`config.mk`:
```
export PLATFORM = sky130hd
export DESIGN_NAME = ptp_b
export DESIGN_NICKNAME = d
export VERILOG_FILES = /design/src/rtl/baby_io_pkg.sv /design/src/rtl/ptp_b.sv
export SDC_FILE = /design/constraint.sdc
export NUM_CORES = 1
export LEC_CHECK = 0
export CAP_MARGIN = 10
export CORE_UTILIZATION = 51
export DETAILED_ROUTE_END_ITERATION = 16
export HOLD_SLACK_MARGIN = 0.02
export PLACE_DENSITY = 0.94
export SLEW_MARGIN = 0
export SYNTH_ARGS = -nofsm -noshare
export SYNTH_HDL_FRONTEND = slang
export SYNTH_SLANG_ARGS = --single-unit
```
`constraint.sdc`:
```
create_clock -name clk_i -period 2.15 [get_ports clk_i]
set_input_delay 0.43 -clock clk_i [delete_from_list [all_inputs] [get_ports clk_i]]
set_output_delay 0.43 -clock clk_i [all_outputs]
set_load 0.03 [all_outputs]
```
`src/rtl/baby_io_pkg.sv`:
```
// Shared definitions for the Manchester Baby byte-wide I/O blocks.
// Word/byte widths and the two-state transfer FSM encoding.
package baby_io_pkg;

    localparam int unsigned BABY_WORD_W = 32;
    localparam int unsigned BABY_BYTE_W = 8;

    typedef enum logic [0:0] {
        IDLE = 1'b0,
        SEND = 1'b1
    } baby_io_state_e;

endpackage

```
`src/rtl/ptp_b.sv`:
```
// Word-to-byte serializer for the Baby RAM data output side. Each word is presented as
// NBYTES bytes with a per-byte valid/ack handshake, most significant byte first by default.
module ptp_b
    import baby_io_pkg::*;
#(
    parameter int unsigned WORD_W    = BABY_WORD_W,
    parameter int unsigned BYTE_W    = BABY_BYTE_W,
    parameter bit          MSB_FIRST = 1'b1,
    localparam int unsigned NBYTES   = WORD_W / BYTE_W,
    localparam int unsigned IDX_W    = (NBYTES > 1) ? $clog2(NBYTES) : 1
) (
    input  logic              clk_i,
    input  logic              reset_i,
    input  logic [WORD_W-1:0] word_i,
    input  logic              load_i,
    output logic              ready_o,
    output logic [BYTE_W-1:0] byte_o,
    output logic              byte_valid_o,
    input  logic              byte_ack_i,
    output logic [IDX_W-1:0]  byte_idx_o,
    output logic              done_o,
    output logic              overrun_o
);

    localparam logic [IDX_W-1:0] LAST_IDX = IDX_W'(NBYTES - 1);

    baby_io_state_e    state_q, state_d;
    logic [WORD_W-1:0] shift_q, shift_d;
    logic [WORD_W-1:0] shift_next;
    logic [IDX_W-1:0]  idx_q, idx_d;
    logic              done_q, done_d;
    logic              overrun_q, overrun_d;

    // The register shifts on every ack, including the last, so it is empty again
    // by the time the block returns to IDLE and byte_o reads zero when idle.
    generate
        if (MSB_FIRST) begin : g_msb_first
            assign byte_o     = shift_q[WORD_W-1 -: BYTE_W];
            assign shift_next = shift_q << BYTE_W;
        end else begin : g_lsb_first
            assign byte_o     = shift_q[BYTE_W-1:0];
            assign shift_next = shift_q >> BYTE_W;
        end
    endgenerate

    always_comb begin
        state_d   = state_q;
        shift_d   = shift_q;
        idx_d     = idx_q;
        done_d    = 1'b0;
        overrun_d = 1'b0;
        unique case (state_q)
            IDLE: begin
                if (load_i) begin
                    shift_d = word_i;
                    idx_d   = '0;
                    state_d = SEND;
                end
            end
            SEND: begin
                // A load while busy is flagged and dropped; the transfer carries on.
                overrun_d = load_i;
                if (byte_ack_i) begin
                    shift_d = shift_next;
                    if (idx_q == LAST_IDX) begin
                        idx_d   = '0;
                        done_d  = 1'b1;
                        state_d = IDLE;
                    end else begin
                        idx_d = idx_q + 1'b1;
                    end
                end
            end
            default: state_d = IDLE;
        endcase
    end

    always_ff @(posedge clk_i or posedge reset_i) begin
        if (reset_i) begin
            state_q   <= IDLE;
            shift_q   <= '0;
            idx_q     <= '0;
            done_q    <= 1'b0;
            overrun_q <= 1'b0;
        end else begin
            state_q   <= state_d;
            shift_q   <= shift_d;
            idx_q     <= idx_d;
            done_q    <= done_d;
            overrun_q <= overrun_d;
        end
    end

    assign ready_o      = (state_q == IDLE);
    assign byte_valid_o = (state_q == SEND);
    assign byte_idx_o   = idx_q;
    assign done_o       = done_q;
    assign overrun_o    = overrun_q;

endmodule
```
==> flow_summary.html, run 1 <==
<table>
<tr><th>Metric</th><th>Value</th></tr>
<tr><th colspan="2">Floorplanning</th></tr>
<tr><td>Number of ports placed on the die boundary</td><td>50</td></tr>
<tr><td>Die height</td><td>~62 µm</td></tr>
<tr><td>Die Span X</td><td>61.97 µm</td></tr>
<tr><td>Std-Cell Rows</td><td>21</td></tr>
<tr><td>Starting density of the core</td><td>54.12%</td></tr>
<tr><td>Die area</td><td>3840 µm²</td></tr>
<tr><td>Area of the core</td><td>approximately 3400 µm²</td></tr>
<tr><th colspan="2">Synthesis</th></tr>
<tr><td>Synthesized instance count</td><td>approximately 150</td></tr>
<tr><td>Post-synthesis net count</td><td>185</td></tr>
<tr><td>Average footprint of a synthesized cell</td><td>12.39 µm²</td></tr>
<tr><td>Sequential element share of the synthesized area</td><td>between 50% and 60%</td></tr>
<tr><td>Number of warning messages in the yosys log</td><td>0</td></tr>
<tr><td>Register bit total from synthesis</td><td>37</td></tr>
<tr><td>Mapped cell area</td><td>1834 µm²</td></tr>
<tr><td>Number of library cell types mapped by synthesis</td><td>21</td></tr>
<tr><th colspan="2">Critical path</th></tr>
<tr><td>Highest cell delay on the worst timing path</td><td>0.66 ns</td></tr>
<tr><td>Worst reg2reg setup slack</td><td>0.42 ns</td></tr>
<tr><td>Maximum fanout along the worst path</td><td>4</td></tr>
<tr><td>Type of the worst setup path</td><td>reg -&gt; out</td></tr>
<tr><td>Critical path required time</td><td>1.72 ns</td></tr>
<tr><td>Critical path, cell by cell</td><td>inv_2 &gt; clkdlybuf4s50_1</td></tr>
<tr><td>Family with the most delay on the worst path</td><td>buffers and inverters</td></tr>
<tr><td>Number of cells on the critical path</td><td>2</td></tr>
<tr><td>Critical path data arrival time</td><td>approximately 1.6 ns</td></tr>
<tr><td>Slowest library cell on the worst path</td><td>sky130_fd_sc_hd__clkdlybuf4s50_1</td></tr>
<tr><td>Type of element launching the critical path</td><td>register</td></tr>
<tr><td>Kind of end point of the critical path</td><td>primary output</td></tr>
<tr><td>Crit path buffers/inverters</td><td>2</td></tr>
<tr><td>FF-to-FF path depth</td><td>2</td></tr>
<tr><th colspan="2">Routing</th></tr>
<tr><td>Top routing layer in use</td><td>met4</td></tr>
<tr><td>Initial drt markers</td><td>between 70 and 80</td></tr>
<tr><td>Ratio of routed vias to standard cells</td><td>5.616</td></tr>
<tr><td>Total number of vias</td><td>1331</td></tr>
<tr><td>Remaining DRCs</td><td>0</td></tr>
<tr><td>Routed metal-1 wirelength</td><td>1772 µm</td></tr>
<tr><td>Post-route antenna net violation count</td><td>0</td></tr>
<tr><td>Total wire length</td><td>between 3000 and 4000 µm</td></tr>
<tr><td>First drt pass iteration count</td><td>4</td></tr>
<tr><td>Average wire per cell in the routed design</td><td>16.35 µm</td></tr>
<tr><td>Met3 wire length</td><td>205 µm</td></tr>
<tr><td>Detail Route met2 WL</td><td>between 1500 and 2000 µm</td></tr>
<tr><th colspan="2">Layout</th></tr>
<tr><td>Layout cell share with drive strength beyond 1</td><td>8.901%</td></tr>
<tr><td>Non-filler instance count after layout</td><td>237</td></tr>
<tr><td>Final net count</td><td>roughly 230</td></tr>
<tr><td>Utilization after layout</td><td>between 60% and 70%</td></tr>
<tr><td>N_diodes</td><td>0</td></tr>
<tr><td>Layout overhead on the synthesized area</td><td>29.19%</td></tr>
<tr><td>Post-layout instance area</td><td>2370 µm²</td></tr>
<tr><th colspan="2">STA</th></tr>
<tr><td>Final critical delay including setup and external delays</td><td>1.987 ns</td></tr>
<tr><td>Final Hold Slack</td><td>0.4728 ns</td></tr>
<tr><td>Maximum frequency from static timing analysis</td><td>503.2 MHz</td></tr>
<tr><td>Number of failing setup endpoints in the final timing report</td><td>0</td></tr>
<tr><td>Post-Route Skew</td><td>0.01864 ns</td></tr>
<tr><td>Setup TNS</td><td>0 ns</td></tr>
<tr><td>Count of final max-slew check failures</td><td>0</td></tr>
<tr><td>Slew at the pin closest to its max-slew limit</td><td>1.063 ns</td></tr>
<tr><td>Worst relative slew slack</td><td>between 20% and 30%</td></tr>
<tr><td>Number of hold-slack violations in the final timing report</td><td>0</td></tr>
<tr><td>Tcrit/Tclk final</td><td>92.43%</td></tr>
<tr><td>Setup repair after global routing missed its margin</td><td>false</td></tr>
<tr><td>Minimum setup slack in the final design</td><td>0.1627 ns</td></tr>
<tr><th colspan="2">Pwr</th></tr>
<tr><td>Comb power frac</td><td>around two fifths</td></tr>
<tr><td>Switching power summed over all nets</td><td>between 0.9 and 1 mW</td></tr>
<tr><td>Flop pwr share</td><td>between 40% and 50%</td></tr>
<tr><td>Worst IR drop on VDD</td><td>0.0005800 V</td></tr>
<tr><td>Int Pwr</td><td>between 1.5 and 2 mW</td></tr>
<tr><td>Overall power consumption</td><td>2.590 mW</td></tr>
<tr><td>Clk network pwr share</td><td>between 10% and 20%</td></tr>
<tr><td>Leakage</td><td>1.278 nW</td></tr>
<tr><td>Fraction of power spent switching nets</td><td>37.26%</td></tr>
<tr><td>Areal power density over the cells</td><td>1093 nW/µm²</td></tr>
<tr><th colspan="2">Global route</th></tr>
<tr><td>Largest net degree at the start of global routing</td><td>38</td></tr>
<tr><td>Global-route usage over all layers</td><td>21.64%</td></tr>
<tr><td>Antenna violations before repair</td><td>0</td></tr>
<tr><td>Number of global-route vias before repair</td><td>around 1200</td></tr>
<tr><td>Global route total overflow</td><td>0</td></tr>
<tr><td>Global-route wire length before repair</td><td>roughly 5800 µm</td></tr>
<tr><th colspan="2">Clock tree</th></tr>
<tr><td>Clk_lat worst skew</td><td>0.35 ns</td></tr>
<tr><td>Buffer type at the clock tree root</td><td>sky130_fd_sc_hd__clkbuf_4</td></tr>
<tr><td>Register clock-pin slew on the reported worst setup and hold paths</td><td>0.12 ns</td></tr>
<tr><td>Total number of clock tree sinks</td><td>37</td></tr>
<tr><td>Largest buffer count on any clock path</td><td>2</td></tr>
<tr><td>Number of buffers created by CTS</td><td>5</td></tr>
<tr><td>CTS tree</td><td>built</td></tr>
<tr><td>Number of H-tree levels</td><td>2</td></tr>
<tr><td>Post-CTS Setup Bufs</td><td>0</td></tr>
<tr><td>Post_cts resized</td><td>0</td></tr>
<tr><td>Hold Buf Count CTS</td><td>0</td></tr>
<tr><th colspan="2">Worst hold path</th></tr>
<tr><td>Hold WC Path Type</td><td>in -&gt; async</td></tr>
<tr><th colspan="2">Placed design</th></tr>
<tr><td>Dpl ws</td><td>0.02216 ns</td></tr>
<tr><td>Dpl cell area</td><td>between 2000 and 2500 µm²</td></tr>
<tr><td>Final RePlAce weighted congestion</td><td>just over 0.7</td></tr>
<tr><td>Hpwl dp</td><td>2622 µm</td></tr>
<tr><td>Number of port buffers</td><td>49</td></tr>
<tr><td>Cell count after placement</td><td>approximately 230</td></tr>
<tr><th colspan="2">Flow run</th></tr>
<tr><td>Reported max-cap violation count</td><td>0</td></tr>
<tr><th colspan="2">Outcome</th></tr>
<tr><td>Run status</td><td>completed</td></tr>
</table>
-- tightest hold or removal path: cells and delay by family --
family	cells	cell delay (ns)
buffers and inverters	3	0.85
-- path summary, 6_finish.rpt --
| check | endpoint | start |
|---|---|---|
| min in group clk_i | shift_q[26] | shift_q[26] |
| max in group asynchronous | shift_q[3] | reset_i |
| hold / removal | shift_q[25] | reset_i |
| hold reg to reg | shift_q[26] | shift_q[26] |
| setup / recovery | ready_o | byte_valid_o |
| setup reg to reg | shift_q[30] | byte_valid_o |
-- cell usage in the layout (no fill, tap or decap), types with 2 or more instances in the layout --
| cell | Yosys | final |
|---|---|---|
| sky130_fd_sc_hd__buf_4 | 10 | 7 |
| sky130_fd_sc_hd__clkdlybuf4s50_1 | 0 | 48 |
| sky130_fd_sc_hd__nand2_1 | 2 | 2 |
| sky130_fd_sc_hd__dfrtp_1 | 37 | 37 |
| sky130_fd_sc_hd__and3b_1 | 7 | 7 |
| sky130_fd_sc_hd__a22o_1 | 6 | 6 |
| sky130_fd_sc_hd__and3_1 | 13 | 13 |
| sky130_fd_sc_hd__clkbuf_4 | 0 | 5 |
| sky130_fd_sc_hd__o22ai_1 | 2 | 2 |
| sky130_fd_sc_hd__a211o_1 | 6 | 6 |
| sky130_fd_sc_hd__nor2_1 | 2 | 2 |
| sky130_fd_sc_hd__a221o_1 | 6 | 6 |
| sky130_fd_sc_hd__mux2i_1 | 39 | 39 |
-- layer usage --
metal,global-route usage (%),vias up
met5,0,-
met1,29.65,656
met4,6.667,0
met3,6.211,5
met2,33.28,50
li1,-,620
-- logic make-up after synthesis --
logic type | Yosys count | synth area share (%)
flops | 37 | 50.48
mux | 40 | 22.03
simple gates | 26 | 9.278
compound gates | 22 | 10.57
buf+inv | 22 | 6.957
fa+ha+maj | 1 | 0.6820
-- power by group through the flow --
stage / registers (mW) / clock network, mW / logic [mW]
floorplan: 1.13 / 0 / 0.734
global placement: 1.10 / 0 / 1.03
detailed placement: 1.12 / 0 / 1.08
CTS: 1.11 / 0.409 / 1.08
global route: 1.14 / 0.448 / 1.16
finish: 1.11 / 0.404 / 1.07
-- sequential cells by signal, indices dropped and copies added, names as in the netlist --
| register | count |
|---|---|
| done_o | 1 |
| shift_q | 32 |
| byte_idx_o | 2 |
| byte_valid_o | 1 |
| overrun_o | 1 |
-- area by class of cell --
cell class | count | area [µm²]
Fill cell | 235 | 1020
Sequential cell | 37 | 925.9
Multi-Input combinational cell | 89 | 780.7
Timing Repair Buffer | 55 | 533.0
Tap cell | 46 | 57.56
Clock buffer | 6 | 51.30
Clock inverter | 2 | 13.76
Inverter | 2 | 7.507
-- cells in the mapped netlist, drive strengths merged --
master | count | share of area, %
mux2i | 40 | 22
dfrtp | 37 | 50
buf | 16 | 5.7
and3 | 13 | 4.4
and3b | 7 | 3.3
a211o | 6 | 2.9
a221o | 6 | 3.3
a22o | 6 | 2.9
clkbuf | 4 | 0.82
inv | 2 | 0.41
nand2 | 2 | 0.41
nor2 | 2 | 0.41
o22ai | 2 | 0.68
a21o | 1 | 0.41
and2 | 1 | 0.34
ha | 1 | 0.68
nor2b | 1 | 0.34
o2bb2ai | 1 | 0.48
(Power assumes the default switching activity.)
==> inputs of run 2 (changes only) <==
Settings changed: SLEW_MARGIN 0 to default.
==> results of run 2 <==
Final layout, timing and power as in run 1 (identical DEF).
